## config.mk

```make
export PLATFORM = sky130hd
export DESIGN_NAME = div_unit
export DESIGN_NICKNAME = d
export VERILOG_FILES = /design/src/rtl/div_unit.sv
export SDC_FILE = /design/constraint.sdc
export NUM_CORES = 1
export LEC_CHECK = 0
export BUFFER_PORTS_ARGS = -buffer_cell sky130_fd_sc_hd__buf_2
export CAP_MARGIN = 30
export CORE_ASPECT_RATIO = 0.9
export CORE_UTILIZATION = 25
export DETAILED_ROUTE_END_ITERATION = 8
export HOLD_SLACK_MARGIN = 0.02
export SLEW_MARGIN = 15
export SYNTH_ARGS = -nofsm -noshare
export SYNTH_HDL_FRONTEND = slang
export SYNTH_SLANG_ARGS = --single-unit
```

## constraint.sdc

```tcl
create_clock -name clk -period 4.8 [get_ports clk]
set_clock_uncertainty 0.15 [all_clocks]
set_input_delay 0.72 -clock clk [delete_from_list [all_inputs] [get_ports clk]]
set_output_delay 0.72 -clock clk [all_outputs]
set_load 0.02 [all_outputs]
```

## src/rtl/div_unit.sv

```systemverilog
// -----------------------------------------------------------------------------
// div_unit: 32-bit signed divider using a multicycle restoring algorithm.
//
// Behaviour:
//   - A start produces MIPS-style results: LO is the quotient, truncated
//     toward zero. HI is the remainder and takes the sign of the dividend.
//   - A zero divisor is reported on div_zero together with a one-cycle
//     div_done pulse. No iteration runs in that case.
//   - Results appear 33 clocks after the accepted start edge.
//
// Optional build macro DIV_UNSIGNED_EN:
//   - Adds the div_signed input.
//   - div_signed=0 selects an unsigned divide (divu) with the same latency.
//
// Ports:
//   clk         in   system clock, rising edge
//   reset       in   asynchronous reset, active low
//   div_start   in   start request, sampled only while idle
//   a_in        in   dividend (A register)
//   b_in        in   divisor (B register)
//   div_signed  in   1 = signed divide, 0 = unsigned (only with DIV_UNSIGNED_EN)
//   lo_out      out  quotient
//   hi_out      out  remainder
//   div_busy    out  division in progress
//   div_done    out  one-cycle pulse when results or the zero flag are valid
//   div_zero    out  divisor was zero on the last accepted start
// -----------------------------------------------------------------------------
module div_unit #(
    parameter int WIDTH = 32,
    parameter int CNT_W = 6
) (
    input  logic             clk,
    input  logic             reset,
    input  logic             div_start,
    input  logic [WIDTH-1:0] a_in,
    input  logic [WIDTH-1:0] b_in,
`ifdef DIV_UNSIGNED_EN
    input  logic             div_signed,
`endif
    output logic [WIDTH-1:0] lo_out,
    output logic [WIDTH-1:0] hi_out,
    output logic             div_busy,
    output logic             div_done,
    output logic             div_zero
);

    typedef enum logic [1:0] {
        IDLE = 2'd0,
        RUN  = 2'd1,
        FIX  = 2'd2
    } state_t;

    localparam logic [WIDTH-1:0] ONE     = {{(WIDTH-1){1'b0}}, 1'b1};
    localparam logic [CNT_W-1:0] CNT_ONE = {{(CNT_W-1){1'b0}}, 1'b1};
    localparam logic [CNT_W-1:0] CNT_INI = CNT_W'(WIDTH);

    // Two's complement negate; -(2^(WIDTH-1)) wraps to itself, which is the
    // correct unsigned magnitude and also the correct overflow quotient.
    function automatic logic [WIDTH-1:0] negate(input logic [WIDTH-1:0] x);
        return ~x + ONE;
    endfunction

    function automatic logic [WIDTH-1:0] magnitude(input logic [WIDTH-1:0] x);
        return x[WIDTH-1] ? negate(x) : x;
    endfunction

    state_t           state_q, state_d;
    logic [CNT_W-1:0] cnt_q,   cnt_d;
    logic [WIDTH-1:0] dvd_q,   dvd_d;   // dividend shifting out, quotient shifting in
    logic [WIDTH-1:0] dvs_q,   dvs_d;   // divisor magnitude
    logic [WIDTH-1:0] rem_q,   rem_d;   // partial remainder
    logic             sign_q_q, sign_q_d;
    logic             sign_r_q, sign_r_d;
    logic [WIDTH-1:0] lo_q,    lo_d;
    logic [WIDTH-1:0] hi_q,    hi_d;
    logic             done_q,  done_d;
    logic             zero_q,  zero_d;

    // Trial subtraction: bring in the next dividend bit, then subtract.
    // A clear MSB of diff means the divisor fit.
    logic [WIDTH:0] rem_sh;
    logic [WIDTH:0] diff;

    assign rem_sh = {rem_q, dvd_q[WIDTH-1]};
    assign diff   = rem_sh - {1'b0, dvs_q};

    always_ff @(posedge clk or negedge reset) begin
        if (!reset) begin
            state_q  <= IDLE;
            cnt_q    <= '0;
            dvd_q    <= '0;
            dvs_q    <= '0;
            rem_q    <= '0;
            sign_q_q <= 1'b0;
            sign_r_q <= 1'b0;
            lo_q     <= '0;
            hi_q     <= '0;
            done_q   <= 1'b0;
            zero_q   <= 1'b0;
        end else begin
            state_q  <= state_d;
            cnt_q    <= cnt_d;
            dvd_q    <= dvd_d;
            dvs_q    <= dvs_d;
            rem_q    <= rem_d;
            sign_q_q <= sign_q_d;
            sign_r_q <= sign_r_d;
            lo_q     <= lo_d;
            hi_q     <= hi_d;
            done_q   <= done_d;
            zero_q   <= zero_d;
        end
    end

    always_comb begin
        state_d  = state_q;
        cnt_d    = cnt_q;
        dvd_d    = dvd_q;
        dvs_d    = dvs_q;
        rem_d    = rem_q;
        sign_q_d = sign_q_q;
        sign_r_d = sign_r_q;
        lo_d     = lo_q;
        hi_d     = hi_q;
        done_d   = 1'b0;
        zero_d   = zero_q;

        case (state_q)
            IDLE: begin
                if (div_start) begin
                    if (b_in == '0) begin
                        // Reported immediately; results are left untouched.
                        zero_d = 1'b1;
                        done_d = 1'b1;
                    end else begin
`ifdef DIV_UNSIGNED_EN
                        dvd_d    = div_signed ? magnitude(a_in) : a_in;
                        dvs_d    = div_signed ? magnitude(b_in) : b_in;
                        sign_q_d = div_signed & (a_in[WIDTH-1] ^ b_in[WIDTH-1]);
                        sign_r_d = div_signed & a_in[WIDTH-1];
`else
                        dvd_d    = magnitude(a_in);
                        dvs_d    = magnitude(b_in);
                        sign_q_d = a_in[WIDTH-1] ^ b_in[WIDTH-1];
                        sign_r_d = a_in[WIDTH-1];
`endif
                        rem_d   = '0;
                        cnt_d   = CNT_INI;
                        zero_d  = 1'b0;
                        state_d = RUN;
                    end
                end
            end
            RUN: begin
                dvd_d = {dvd_q[WIDTH-2:0], ~diff[WIDTH]};
                rem_d = diff[WIDTH] ? rem_sh[WIDTH-1:0] : diff[WIDTH-1:0];
                cnt_d = cnt_q - CNT_ONE;
                if (cnt_q == CNT_ONE) begin
                    state_d = FIX;
                end
            end
            FIX: begin
                lo_d    = sign_q_q ? negate(dvd_q) : dvd_q;
                hi_d    = sign_r_q ? negate(rem_q) : rem_q;
                done_d  = 1'b1;
                state_d = IDLE;
            end
            default: begin
                state_d = IDLE;
            end
        endcase
    end

    assign lo_out   = lo_q;
    assign hi_out   = hi_q;
    assign div_busy = (state_q != IDLE);
    assign div_done = done_q;
    assign div_zero = zero_q;

endmodule
```

==> results of run 1 <==
==> state kept, by name (all words and copies together) (netlist names) <==
register	flops
dvd_q	32
rem_q	32
sign_r_q	1
div_done	1
lo_out	32
div_zero	1
hi_out	32
cnt_q	6
sign_q_q	1
state_q	2
dvs_q	32
==> cells in the final DEF (no fill, tap or decap), types with 10 or more instances in the layout <==
cell / n
a21oi_1: 30
inv_1: 57
xnor2_1: 47
nor3_1: 15
nand2b_1: 12
nor4_1: 13
nor2_1: 43
nand3_1: 27
clkbuf_16: 17
or4_1: 19
o21ai_0: 158
a32oi_1: 10
a21o_1: 16
a221o_1: 30
mux2i_1: 14
o41ai_1: 16
xor2_1: 101
or3_1: 15
o31ai_1: 41
nand2_1: 190
o311ai_0: 19
buf_2: 132
ha_1: 38
dfrtp_1: 172
==> cells by family after synthesis <==
kind of cell / after synthesis / share of synthesized area
AO/OA/AOI/OAI: 360 / 0.219
XOR/XNOR: 148 / 0.119
adder cells (fa/ha/maj): 39 / 0.0454
buffers and inverters: 127 / 0.0438
flip-flops: 172 / 0.394
multiplexers: 15 / 0.0139
AND/OR/NAND/NOR: 380 / 0.165
==> Yosys cell counts, types with 3 or more instances <==
cell        n  share of area
nand2_1   191          0.066
dfrtp_1   172           0.39
o21ai_0   158          0.072
xor2_1    101          0.081
clkbuf_1   59          0.020
inv_1      57          0.020
xnor2_1    47          0.038
nor2_1     43          0.015
o31ai_1    41          0.028
ha_1       38          0.044
a21oi_1    30          0.014
a221o_1    30          0.028
nand3_1    27          0.012
o311ai_0   19          0.015
or4_1      19          0.013
a21o_1     16          0.011
nor3_1     16         0.0073
o41ai_1    16          0.013
or3_1      15         0.0086
mux2i_1    14          0.013
nand2b_1   13         0.0074
nor4_1     13         0.0074
a32oi_1    10         0.0080
buf_1      10         0.0034
nor2b_1     8         0.0046
and2_1      7         0.0040
or2_2       7         0.0040
o21bai_1    6         0.0041
and3_1      5         0.0029
a211oi_1    4         0.0028
a31oi_1     4         0.0023
nand4_1     4         0.0023
o211ai_1    3         0.0021
==> power by group through the flow <==
stage / registers, W / logic [W] / clock network (W)
floorplan: 0.00272 / 0.00364 / 0
global placement: 0.00278 / 0.00491 / 0
detailed placement: 0.00281 / 0.00497 / 0
CTS: 0.00278 / 0.00500 / 0.00143
global route: 0.00289 / 0.00559 / 0.00148
finish: 0.00279 / 0.00499 / 0.00138
==> how the worst max path moves through the flow <==
stage | depth (start not counted) | end
after floorplan | 10 | hi_out[31]$_DFFE_PN0P_
after global placement | 9 | dvs_q[7]$_DFFE_PN0P_
after detailed placement | 9 | dvs_q[9]$_DFFE_PN0P_
after CTS | 9 | hi_out[31]$_DFFE_PN0P_
after global routing | 9 | hi_out[31]$_DFFE_PN0P_
final | 9 | hi_out[31]$_DFFE_PN0P_
==> layer usage <==
layer	GRT usage	wire (um)	up-vias
met3	0.0245	1210	25
met1	0.217	16800	4400
li1	-	-	4661
met2	0.197	12600	198
met5	0	0	-
met4	0.0350	380	0
==> through the flow <==
step / power [W] / hold slack, ps / instance area, um2 / util / instances
final: 0.00916 / 166 / 12700 / 0.296 / 1900
after global routing: 0.00997 / 237 / 12700 / 0.296 / 1900
after CTS: 0.00920 / 215 / 12700 / 0.296 / 1900
after detailed placement: 0.00779 / 315 / 12100 / 0.282 / 1868
after global placement: 0.00770 / 309 / 12100 / 0.282 / 1868
after floorplan: 0.00636 / 274 / 10900 / - / 1241
==> area by class of cell <==
type | instances | area, um2
well taps | 555 | 694
fillers | 4571 | 30300
clock buffers | 17 | 425
clock inverters | 15 | 163
repair buffers | 142 | 764
flip-flops and latches | 172 | 4300
multi-input cells | 942 | 6170
inverters | 57 | 214
==> impl_metrics.ini, run 1 <==
[outcome]
outcome = completed

[power]
switchingPower_w = 0.00433
switching_share = 0.473
p_leak_nw = 5.66
power_density_mw_per_mm2 = 719
p_comb_frac = 0.545
seqPwrFrac = 0.305
clock_power_share = 0.151
p_int_w = 0.00483
irDropWorstVdd_v = 0.000464

[timing]
hold_viol = 0
slew_violations = 0
fmax_mhz = 254
finalCritPeriodShare = 0.820
rsz0062_at_grt = false
worst_pin_slew_ps = 885
setup_total_negative_slack_ps = 0
relSlewSlack = 0.410
period_minus_slack_ps = 3940
setup_violations = 0
worst_slack_ps = 863

[critical_path]
path_buf_inv = 0
reg2regPathDepth = 9
critical_path.cell_chain = or4_4 > or3_1 > or3_1 > or4_1 > or3_4 > or4_4 > o31ai_1 > xor2_1 > o21ai_1
worstReg2RegEnd = hi_out[31]$_DFFE_PN0P_
crit_path_start_kind = flip-flop
arrival_ps = 4100
required_ps = 4960
cp_top_family = simple AND/OR/NAND/NOR gates
timing.rr.start = rem_q[5]$_DFFE_PN0P_
crit_type = reg -> reg
cp_max_fo = 6
setup.worst_path.end_class = flip-flop
crit_start = rem_q[5]$_DFFE_PN0P_
critPathMaxStageDelay_ps = 550
reg2reg_setup_slack_ps = 860
crit_slowest_cell = or4_4

[grt]
grt_pass1_wl_mm = 49.6
grt_pass1_vias = 8823
grt_max_degree = 89
antenna_found_initial = 0
track_usage = 0.140
gr-total-overflow = 0

[detailed_routing]
wirelength_mm = 31.0
viasPerCell = 4.89
wl_per_cell_um = 16.3
dr.pass1.iters = 5
route.vias.total = 9284
drt_iter0_markers = 671
drtAntennaViolNets = 0
route.detailed.drc = 0

[synthesis]
synthesis.nets = 1347
synth-seq-area-share = 0.394
ys.flop_type = dfrtp_1
ys_warn_count = 0
syn_area_mm2 = 0.0109
synth_edf_count = 0
ys_ff_latch = 172
synthCells = 1241
syn_avg_cell_area_um2 = 8.80
async_flop_share = 1.00
synth_cell_types = 63

[clock_tree]
cts_tree = done
post_cts_resized = 0
cts_inserted_buffers = 17
path_clk_slew_ps = 80
postCtsSetupRepairBufs = 0
cts_max_level = 4
root_buffer = clkbuf_16
clockBufferDepth = 2
postCtsHoldBufs = 0
cts.sinks = 172
worstSkewPairLatency_ps = 450

[min_path]
hp-class = in -> async

[die]
dieHeight_um = 200
initial_core_util = 0.254
die_area_mm2 = 0.0445
ios = 134
row_count = 72
coreArea_mm2 = 0.0431
dieWidth_um = 222

[cells_and_area]
antennaDiodeCount = 0
drive_gt1_frac = 0.144
syn2layout_area_growth_pct = 16.6
nets = 1438

[placement]
io_buffer_count = 133
place.gp.congestion = 0.881
hpwl_mm = 23.8
pre_cts_ws_ps = 740

[flow_run]
max_cap_viol_count = 0
Power figures use the tool's default switching activity.
==> run 2: changes to the inputs <==
Clock period 4.8 ns to 3.5 ns, I/O delays scaled along.
==> run 2 against run 1 <==
Against the previous run: the flow now finishes with violations (negative setup slack); routed wire length down 0.91%; critical path depth unchanged; sequential share of layout area down 1.8 points; combinational power up 62%; utilization up 1.7 points; via count up 1.6%; non-clock buffer count up 58; maximum frequency up 8.1%; register-to-register slack worse by 1000 ps; first-iteration DRC count down 11%; cell count up 3.2%.
==> impl_metrics.ini, run 2 (same netlist as run 1, synthesis figures left out) <==
[outcome]
outcome = finished with violations
violations = negative setup slack

[power]
power_density_mw_per_mm2 = 1010
p_leak_nw = 6.01
irDropWorstVdd_v = 0.000491
p_total_w = 0.0136

[grt]
grt_max_degree = 78
antenna_found_initial = 4
grt_pass1_wl_mm = 49.6
track_usage = 0.139
grt_pass1_vias = 8941
gr-total-overflow = 0

[placement]
placed_area_mm2 = 0.0126
hpwl_mm = 23.9
place.gp.congestion = 0.852
io_buffer_count = 133

[die]
coreArea_mm2 = 0.0431
dieHeight_um = 200
row_count = 72
die_area_mm2 = 0.0445
ios = 134
dieWidth_um = 222
initial_core_util = 0.254

[critical_path]
arrival_ps = 3820
critPathMaxStageDelay_ps = 530
cp_max_fo = 3
reg2reg_setup_slack_ps = -140
required_ps = 3670
crit_type = reg -> reg
crit_path_start_kind = flip-flop
path_buf_inv = 0
timing.rr.start = rem_q[6]$_DFFE_PN0P_
worstReg2RegEnd = hi_out[31]$_DFFE_PN0P_
reg2regPathDepth = 9
critical_path.cell_chain = or4_4 > or3_4 > or3_4 > or4_4 > or3_4 > or4_4 > o31ai_2 > xor2_1 > o21ai_1
setup.worst_path.end_class = flip-flop
crit_slowest_cell = or4_4
cp_num_cells = 9
cp_top_family = simple AND/OR/NAND/NOR gates

[cells_and_area]
drive_gt1_frac = 0.194
stdcell_area_mm2 = 0.0135
nets = 1496
most-common-layout-cells = nand2_1 (189), dfrtp_1 (172), o21ai_0 (154)
syn2layout_area_growth_pct = 23.3
mostFrequentLayoutCell = nand2_1
n_fill_cell = 4492

[flow_run]
max_cap_viol_count = 0

[clock_tree]
cts.sinks = 172
cts_tree = done
cts_max_level = 4
cts_inserted_buffers = 17
clockBufferDepth = 2
worstSkewPairLatency_ps = 440
root_buffer = clkbuf_16
path_clk_slew_ps = 70

[timing]
rsz0062_at_grt = true
worst_pin_slew_ps = 936
finalCritPeriodShare = 1.04
setup_violations = 3
relSlewSlack = 0.376
slew_violations = 0
fmax_mhz = 274
hold_viol = 0
period_minus_slack_ps = 3640
worst_slack_ps = -144
setup_total_negative_slack_ps = -309

[detailed_routing]
drt_iter0_markers = 600
route.detailed.drc = 0
dr.pass1.iters = 5
viasPerCell = 4.81
drtAntennaViolNets = 0
route.vias.total = 9433
wirelength_mm = 30.7
wl_per_cell_um = 15.7

[min_path]
hp-class = in -> reg
min_delay_path_depth = 3
hold_path_end = div_done$_DFF_PN0_
holdCritStartpoint = div_start
[run 2: cell count changes in the layout (fill, tap and decap cells not counted), sizes merged]
cell,change
buf,+55
clkbuf,+2
clkinv,+4
diode,+2
dlygate4sd3,+1
inv,-4
[run 2: how the worst max path moves through the flow]
stage	start	endpoint	slack [ps]
3_5_place_dp	rem_q[6]$_DFFE_PN0P_	hi_out[31]$_DFFE_PN0P_	-220
2_1_floorplan	rem_q[6]$_DFFE_PN0P_	hi_out[31]$_DFFE_PN0P_	-160
5_1_grt	rem_q[6]$_DFFE_PN0P_	hi_out[29]$_DFFE_PN0P_	-240
3_3_place_gp	rem_q[6]$_DFFE_PN0P_	hi_out[31]$_DFFE_PN0P_	-210
6_report	rem_q[6]$_DFFE_PN0P_	hi_out[31]$_DFFE_PN0P_	-140
4_1_cts	rem_q[6]$_DFFE_PN0P_	hi_out[31]$_DFFE_PN0P_	-120
[run 2: area by class of cell]
class	count	area, um2	area share
multi-input combinational	942	6300	0.468
clock inverter	15	178	0.0132
antenna	2	5.00	0.000372
timing repair buffer	200	1340	0.0996
clock buffer	17	425	0.0316
sequential	172	4300	0.320
inverter	57	214	0.0159
tap	555	694	0.0516
[run 2: what timing repair did]
item,4_1_cts,5_1_grt
hold buffers,1,0
pin swaps,0,11
cloned,0,2
hold endpoints to repair,75,0
setup buffers,2,4
setup endpoints to repair,3,36
resized for setup,3,29
[run 2: report_power, final]
| part | switching [W] | total (W) | internal, W |
|---|---|---|---|
| Combinational | 0.00447 | 0.00806 | 0.00358 |
| Sequential | 0.000844 | 0.00366 | 0.00282 |
| Clock | 0.000920 | 0.00188 | 0.000963 |
| Total | 0.00624 | 0.0136 | 0.00736 |
[run 2: per-layer routing]
layer / track usage / vias up / wire length, um
met5: 0 / - / 20
met4: 0.0362 / 4 / 404
met3: 0.0268 / 24 / 1210
met2: 0.193 / 160 / 12500
met1: 0.214 / 4462 / 16600
li1: - / 4783 / -
[run 2: worst reg2reg max path, delay by kind of cell (launching register included)]
family | cells | cell delay (ps)
xor gates and xnor gates | 1 | 180
and+or+nand+nor | 6 | 2500
DFF | 1 | 380
AOI/OAI and AO/OA | 2 | 320
[run 2: per-stage QoR]
step                      instances   util  setup slack (ps)  hold WS (ps)
after detailed placement       1918  0.293              -224           315
after CTS                      1953  0.308              -119           197
final                          1960  0.313              -144           226
after floorplan                1241      -              -157          79.4
after global routing           1959  0.313              -245           221
after global placement         1917  0.292              -207           307
